**config.mk**
```make
export PLATFORM = sky130hd
export DESIGN_NAME = hall_sequence_generator
export DESIGN_NICKNAME = d
export VERILOG_FILES = /design/src/rtl/hall_sequence_generator.sv
export SDC_FILE = /design/constraint.sdc
export NUM_CORES = 1
export LEC_CHECK = 0
export CORE_MARGIN = 2
export CORE_UTILIZATION = 44
export DETAILED_ROUTE_END_ITERATION = 10
export DONT_BUFFER_PORTS = 1
export PLACE_DENSITY = 0.59
export SLEW_MARGIN = 0
export SYNTH_ARGS = -nofsm -noshare
export SYNTH_HDL_FRONTEND = slang
export SYNTH_SLANG_ARGS = --single-unit
```
**constraint.sdc**
```tcl
create_clock -name clock -period 4.1 [get_ports clock]
set_input_delay 0.82 -clock clock [delete_from_list [all_inputs] [get_ports clock]]
set_output_delay 0.82 -clock clock [all_outputs]
set_load 0.02 [all_outputs]
```
**src/rtl/hall_sequence_generator.sv**
```systemverilog
// Hall-sensor emulator: steps a 6-sector hall code at a programmable period/direction,
// with manual stepping and a signed electrical-revolution count. Optional macro: HALL_FAULT_INJECT_EN.
module hall_sequence_generator #(
    parameter int PERIOD_W = 16,
    parameter int REV_W    = 16
) (
    input  logic                clock,
    input  logic                reset,
    input  logic                enable,
    input  logic                direction,
    input  logic [PERIOD_W-1:0] period,
    input  logic                step_pulse,
`ifdef HALL_FAULT_INJECT_EN
    input  logic                fault_en,
    input  logic                fault_code,
`endif
    output logic [2:0]          h,
    output logic [2:0]          sector,
    output logic                step_strobe,
    output logic [REV_W-1:0]    rev_count
);

    logic [PERIOD_W-1:0] cnt_q, cnt_d;
    logic [PERIOD_W-1:0] period_q, period_d;
    logic [2:0]          sector_q, sector_d;
    logic [2:0]          h_q, h_d;
    logic                strobe_q, strobe_d;
    logic [REV_W-1:0]    rev_q, rev_d;
    logic                step;

    function automatic logic [2:0] hall_code(input logic [2:0] s);
        case (s)
            3'd0:    hall_code = 3'b101;
            3'd1:    hall_code = 3'b100;
            3'd2:    hall_code = 3'b110;
            3'd3:    hall_code = 3'b010;
            3'd4:    hall_code = 3'b011;
            3'd5:    hall_code = 3'b001;
            default: hall_code = 3'b101;
        endcase
    endfunction

    // Step timer: period is latched at the start of each step, so a new period only
    // applies once the current step has finished.
    always_comb begin
        step     = 1'b0;
        cnt_d    = cnt_q;
        period_d = period_q;
        if (enable) begin
            if (cnt_q == '0) begin
                period_d = period;
                if (period == PERIOD_W'(1)) begin
                    step = 1'b1;
                end else if (period != '0) begin
                    cnt_d = PERIOD_W'(1);
                end
            end else if (cnt_q == period_q - PERIOD_W'(1)) begin
                step  = 1'b1;
                cnt_d = '0;
            end else begin
                cnt_d = cnt_q + PERIOD_W'(1);
            end
        end else if (step_pulse) begin
            step = 1'b1;
        end
    end

    always_comb begin
        sector_d = sector_q;
        rev_d    = rev_q;
        if (step) begin
            if (direction) begin
                if (sector_q == 3'd5) begin
                    sector_d = 3'd0;
                    rev_d    = rev_q + REV_W'(1);
                end else begin
                    sector_d = sector_q + 3'd1;
                end
            end else begin
                if (sector_q == 3'd0) begin
                    sector_d = 3'd5;
                    rev_d    = rev_q - REV_W'(1);
                end else begin
                    sector_d = sector_q - 3'd1;
                end
            end
        end
        strobe_d = step;
`ifdef HALL_FAULT_INJECT_EN
        h_d = fault_en ? {3{fault_code}} : hall_code(sector_d);
`else
        h_d = hall_code(sector_d);
`endif
    end

    always_ff @(posedge clock) begin
        if (reset) begin
            cnt_q    <= '0;
            period_q <= '0;
            sector_q <= 3'd0;
            h_q      <= 3'b101;
            strobe_q <= 1'b0;
            rev_q    <= '0;
        end else begin
            cnt_q    <= cnt_d;
            period_q <= period_d;
            sector_q <= sector_d;
            h_q      <= h_d;
            strobe_q <= strobe_d;
            rev_q    <= rev_d;
        end
    end

    assign h           = h_q;
    assign sector      = sector_q;
    assign step_strobe = strobe_q;
    assign rev_count   = rev_q;

endmodule

```
# Word level (Yosys, flattened, before mapping)
# Index checks and enable logic that the tools add are counted.
[word_totals]
regBits = 55
output_inout_bits = 23
mem_bits_rw = 0
latch_bits = 0
n_memories = 0
elab_cells = 47
mem_bits_ro = 0
[op_classes]
add_sub_neg = 6
div = 0
eq_ne = 11
mux = 17
shifts = 0
bitwise_logic = 0
order_cmp = 0
reduce_logical = 7
multipliers = 0
[ops]
columns = ["op", "count"]
rows = [
  ["$mux W16", 7],
  ["$add A16 B1 Y16 const B", 2],
  ["$sub A16 B1 Y16 const B", 2],
  ["$eq A16 B1 Y1 const B", 1],
  ["$eq A16 B16 Y1", 1],
  ["$logic_not A16 Y1", 1],
  ["$reduce_bool A16 Y1", 1],
  ["$pmux W3 S5", 1],
  ["$mux W3", 4],
  ["$eq A3 B3 Y1 const B", 3],
  ["$eq A3 B2 Y1 const B", 2],
  ["$reduce_and A3 Y1", 2],
  ["$mux W1", 5],
  ["$ne A2 B1 Y1 const B", 2],
  ["$add A3 B1 Y3 const B", 1],
  ["$eq A3 B1 Y1 const B", 1],
  ["$logic_not A3 Y1", 1],
  ["$sub A3 B1 Y3 const B", 1],
  ["$ne A2 B2 Y1 const B", 1],
  ["$reduce_and A2 Y1", 1],
  ["$reduce_bool A2 Y1", 1],
]

# Longest topological paths before layout
[logic_depth]
word_depth = 8
mapped_depth = 13
depth_no_buf = 11

# Least setup slack after synthesis
# Ideal clock, no wire load.
[synth_path]
path_type = "input to register"
startpoint = "input port direction"
endpoint = "register rev_q[15], in the netlist rev_count[15]"
path_stages = 11
required_ps = 4030
setup_ps = 70
setup_slack_ps = 319
path_buffers = 1
t_arrival_ps = 3711
cell_sequence = "inv_1 clkbuf_1 ha_1 a2111oi_0 o21ai_0 and3_1 o31ai_1 a21oi_1 mux2i_1 or4_1 a21oi_1"
[synth_via]
elab_chain_len = 2
elab_cells_between_ends = 4
cone_classes = "1 x eq/ne; 1 x mux; 2 x reduce/logical"
[synth_lines]
columns = ["element", "line_no", "source"]
rows = [
  ["from (decl)", "10", "input logic direction,"],
  ["$ne A2 B1 Y1 (no line) or $reduce_bool A2 Y1 (tied branches)", "n/a", ""],
  ["$reduce_and A3 Y1 (no line)", "n/a", ""],
  ["to (signal assigned)", "110", "rev_q <= rev_d;"],
  ["to (decl)", "28", "logic [REV_W-1:0] rev_q, rev_d;"],
]
# Several ways; a longest one is shown, not always the timed one.
# A chain may end at the register's enable or synchronous reset.

# Worst setup path in the final report
[layout_path]
startpoint = "register period_q[4]"
endpoint = "register rev_q[15], in the netlist rev_count[15]"
[layout_via]
elab_chain_len = 6
[layout_lines]
columns = ["element", "line_no", "source"]
rows = [
  ["from (decl)", "24", "logic [PERIOD_W-1:0] period_q, period_d;"],
  ["from (signal assigned)", "106", "period_q <= period_d;"],
  ["$sub A16 B1 Y16", "57", "end else if (cnt_q == period_q - PERIOD_W'(1)) begin"],
  ["$eq A16 B16 Y1", "57", ""],
  ["$mux W1", "57", ""],
  ["$mux W1", "50", "if (cnt_q == '0) begin"],
  ["$mux W1", "49", "if (enable) begin"],
  ["$reduce_and A3 Y1 (no line)", "n/a", ""],
]
# No other way between the ends.

==> summary.md <==
| Metric | Value |
|---|---|
| Inst Count DP | 542 |
| CTS Hold Bufs | 0 |
| DR DRC count | 0 |
| CTS clk-pin slew, worst paths | 0.10 ns |
| Status | complete, no violations |
| Post-layout util | 48.7% |
| Global-route wire length before repair | 13700 um |
| Type of the most critical hold path | flip-flop to flip-flop |
| Post-synthesis cell area | 3590 um^2 |
| CP Data Arrival Time | 3.74 ns |
| Fin area | 3800 um^2 |
| Max IR drop VDD | 0.184 mV |
| Total I/O pin count | 44 |
| Root Buffer | clkbuf_8 |
| Post-synth EDFFs | 0 |
| Final worst slack | 0.610 ns |
| Number of DRC markers in iteration 0 | 153 |
| Share of layout cells above drive strength 1 | 4.02% |
| Die height | 94.3 um |
| CTS Buffer Depth | 2 |
| Synth Flop Type | dfxtp_1 |
| Gr usage total | 19.1% |
| Vias in the first global route | 2883 |
| Slew at the pin with the worst max-slew slack | 0.983 ns |
| Antenna-violating nets left | 0 |
| CP Launch Type | flip-flop |
| Routed WL | 8270 um |
| CTS H-Tree Depth | 2 |
| Placeable Area | 7810 um^2 |
| Die width | 94.3 um |
| Fmax | 287 MHz |
| Clk_skew | 0.00854 ns |
| Gate Count Post-Synth | 455 |
| Area after DPL | 3670 um^2 |
| Max Slew Vio Count | 0 |
| Antenna violations before repair | 0 |
| YS warnings | 0 |
| Site Rows | 32 |
| Ratio of final minimum period to clock period | 85.1% |
| Die area | 8900 um^2 |
| Fin cells | 550 |
| Pre-antenna DRT Iters | 4 |
| Post-synthesis sequential area ratio | 30.7% |
| DP Worst Slack | 0.534 ns |
| Min Tclk post-route | 3.49 ns |
| Resized Gates After CTS | 0 |
| Total nets after synthesis | 495 |
| Total CTS buffers | 5 |
| Post-DP HPWL | 6340 um |
| Clk_lat worst skew | 0.31 ns |
| Postcts setup bufs | 0 |
| Synth cell types | 56 |
| FFs w/ async S/R, synth | 0% |
| Max_slew headroom | 34.2% |
| Crit Path Max Fanout | 13 |
| DR WL/cell | 15.0 um |
| Clock tree sinks | 55 |
| Ant. Diodes | 0 |
| Area Growth Syn to Fin | 5.89% |
| IO buf count | 0 |
| GP Congestion | 0.866 |
| Req. time, crit path | 4.35 ns |
| CTS tree | done |
| Hold Vio Cnt, Final | 0 |
| # nets final | 487 |
| Avg Cell Area, Syn | 7.89 um^2 |
| Largest net degree at the start of global routing | 43 |
| DR vias | 3169 |
| Vias per cell | 5.76 |
| Setup TNS Final | 0 ns |
| Initial Utilization | 46.0% |
| Final setup violation count | 0 |
| Max-cap violations | 0 |
| Worst setup EP type | flip-flop |
| RSZ-0062 raised after global routing | false |
| CP Class | flip-flop to flip-flop |
| Grt ovf | 0 |
| Power Dens Cells | 353 nW/um^2 |
| #FFs+latches synth | 55 |
| Leak Pwr | 1.50 nW |
registers in the layout (all words and copies together), names as in the netlist:
name and count:
period_q 16, cnt_q 16, h 3, sector 3
rev_count 16, step_strobe 1
placed cells by master (no fill, tap or decap), types with 3 or more instances in the layout:
cell type / Yosys / final
inv_1: 14 / 14
nor4_1: 11 / 11
nand2_1: 58 / 58
o2111ai_1: 4 / 4
a21o_1: 3 / 3
or3_1: 6 / 6
nand3_1: 8 / 8
o21ai_0: 15 / 15
nand4_1: 4 / 4
o311ai_0: 3 / 3
a31oi_1: 4 / 4
clkbuf_8: 0 / 5
dfxtp_1: 55 / 55
nor4b_1: 3 / 3
nand2b_1: 3 / 3
mux2i_1: 15 / 15
a21oi_1: 36 / 36
or2_1: 3 / 3
nor2_1: 59 / 59
nor2b_1: 4 / 4
or4_1: 4 / 4
nor3_1: 10 / 10
o211ai_1: 3 / 3
and3_1: 6 / 6
buf_4: 1 / 4
xor2_1: 18 / 18
ha_1: 18 / 18
xnor2_1: 24 / 24
o31ai_1: 8 / 8
critical path: stages (launching register included):
cell and delay (ns):
dfxtp_1 0.41, or4_1 0.70, nor4_1 0.42, xnor2_1 0.18, o211a_1 0.17, o2111ai_2 0.20, nor3_4 0.38, o211ai_4 0.25
or4_1 0.55, a21oi_1 0.15
cell usage after synthesis, drive strengths merged (5+ instances only):
library cell / instances / area, um^2
a21oi: 36 / 180
and3: 6 / 37.5
clkbuf: 15 / 56.3
dfxtp: 55 / 1100
ha: 18 / 225
inv: 14 / 52.6
mux2i: 15 / 150
nand2: 58 / 218
nand3: 8 / 40.0
nor2: 59 / 221
nor3: 12 / 76.3
nor4: 11 / 68.8
o2111ai: 5 / 50.0
o21ai: 15 / 75.1
o31ai: 8 / 60.1
or2: 5 / 31.3
or3: 6 / 37.5
xnor2: 24 / 210
xor2: 18 / 158
final timing paths:
check               startpoint       endpoint  slack (ns)  cells after the start
setup / recovery   period_q[4]  rev_count[15]        0.61                      9
hold / removal    period_q[14]   period_q[14]        0.48                      2
setup reg to reg   period_q[4]  rev_count[15]        0.61                      9
hold reg to reg   period_q[14]   period_q[14]        0.48                      2
power by group:
group,internal [W],total (W),switching (W)
Clock,0.000244,0.000432,0.000188
Sequential,0.000563,0.000619,0.0000566
Combinational,0.000123,0.000290,0.000167
per-stage QoR:
stage | total power, W | hold slack [ns]
detailed placement | 0.000920 | 0.467
floorplan | 0.000868 | 0.446
global placement | 0.000915 | 0.461
global route | 0.00141 | 0.517
CTS | 0.00135 | 0.481
finish | 0.00134 | 0.479
logic make-up after synthesis:
kind of cell             count (synthesis)  synth area share, %
AND/OR/NAND/NOR                        189                 25.2
AO/OA/AOI/OAI                          102                 19.2
flip-flops                              55                 30.7
XOR/XNOR                                42                 10.2
buffers and inverters                   33                 3.66
adder cells (fa/ha/maj)                 19                 6.83
multiplexers                            15                 4.18
routing by layer:
metal / wire length (um) / vias up / global-route usage (%)
met5: 0 / - / 0
met4: 116 / 0 / 5.19
met3: 420 / 12 / 4.25
met2: 3640 / 67 / 28.9
met1: 4100 / 1469 / 27.4
li1: - / 1621 / -
cell type report:
cell class,instances,area (um^2)
well taps,102,128
inverters,14,52.6
clock inverters,2,60.1
clock buffers,6,72.6
repair buffers,4,30.0
flip-flops and latches,55,1100
multi-input cells,367,2360
fillers,789,4010
Note: power is estimated with default switching activity, not from simulation.
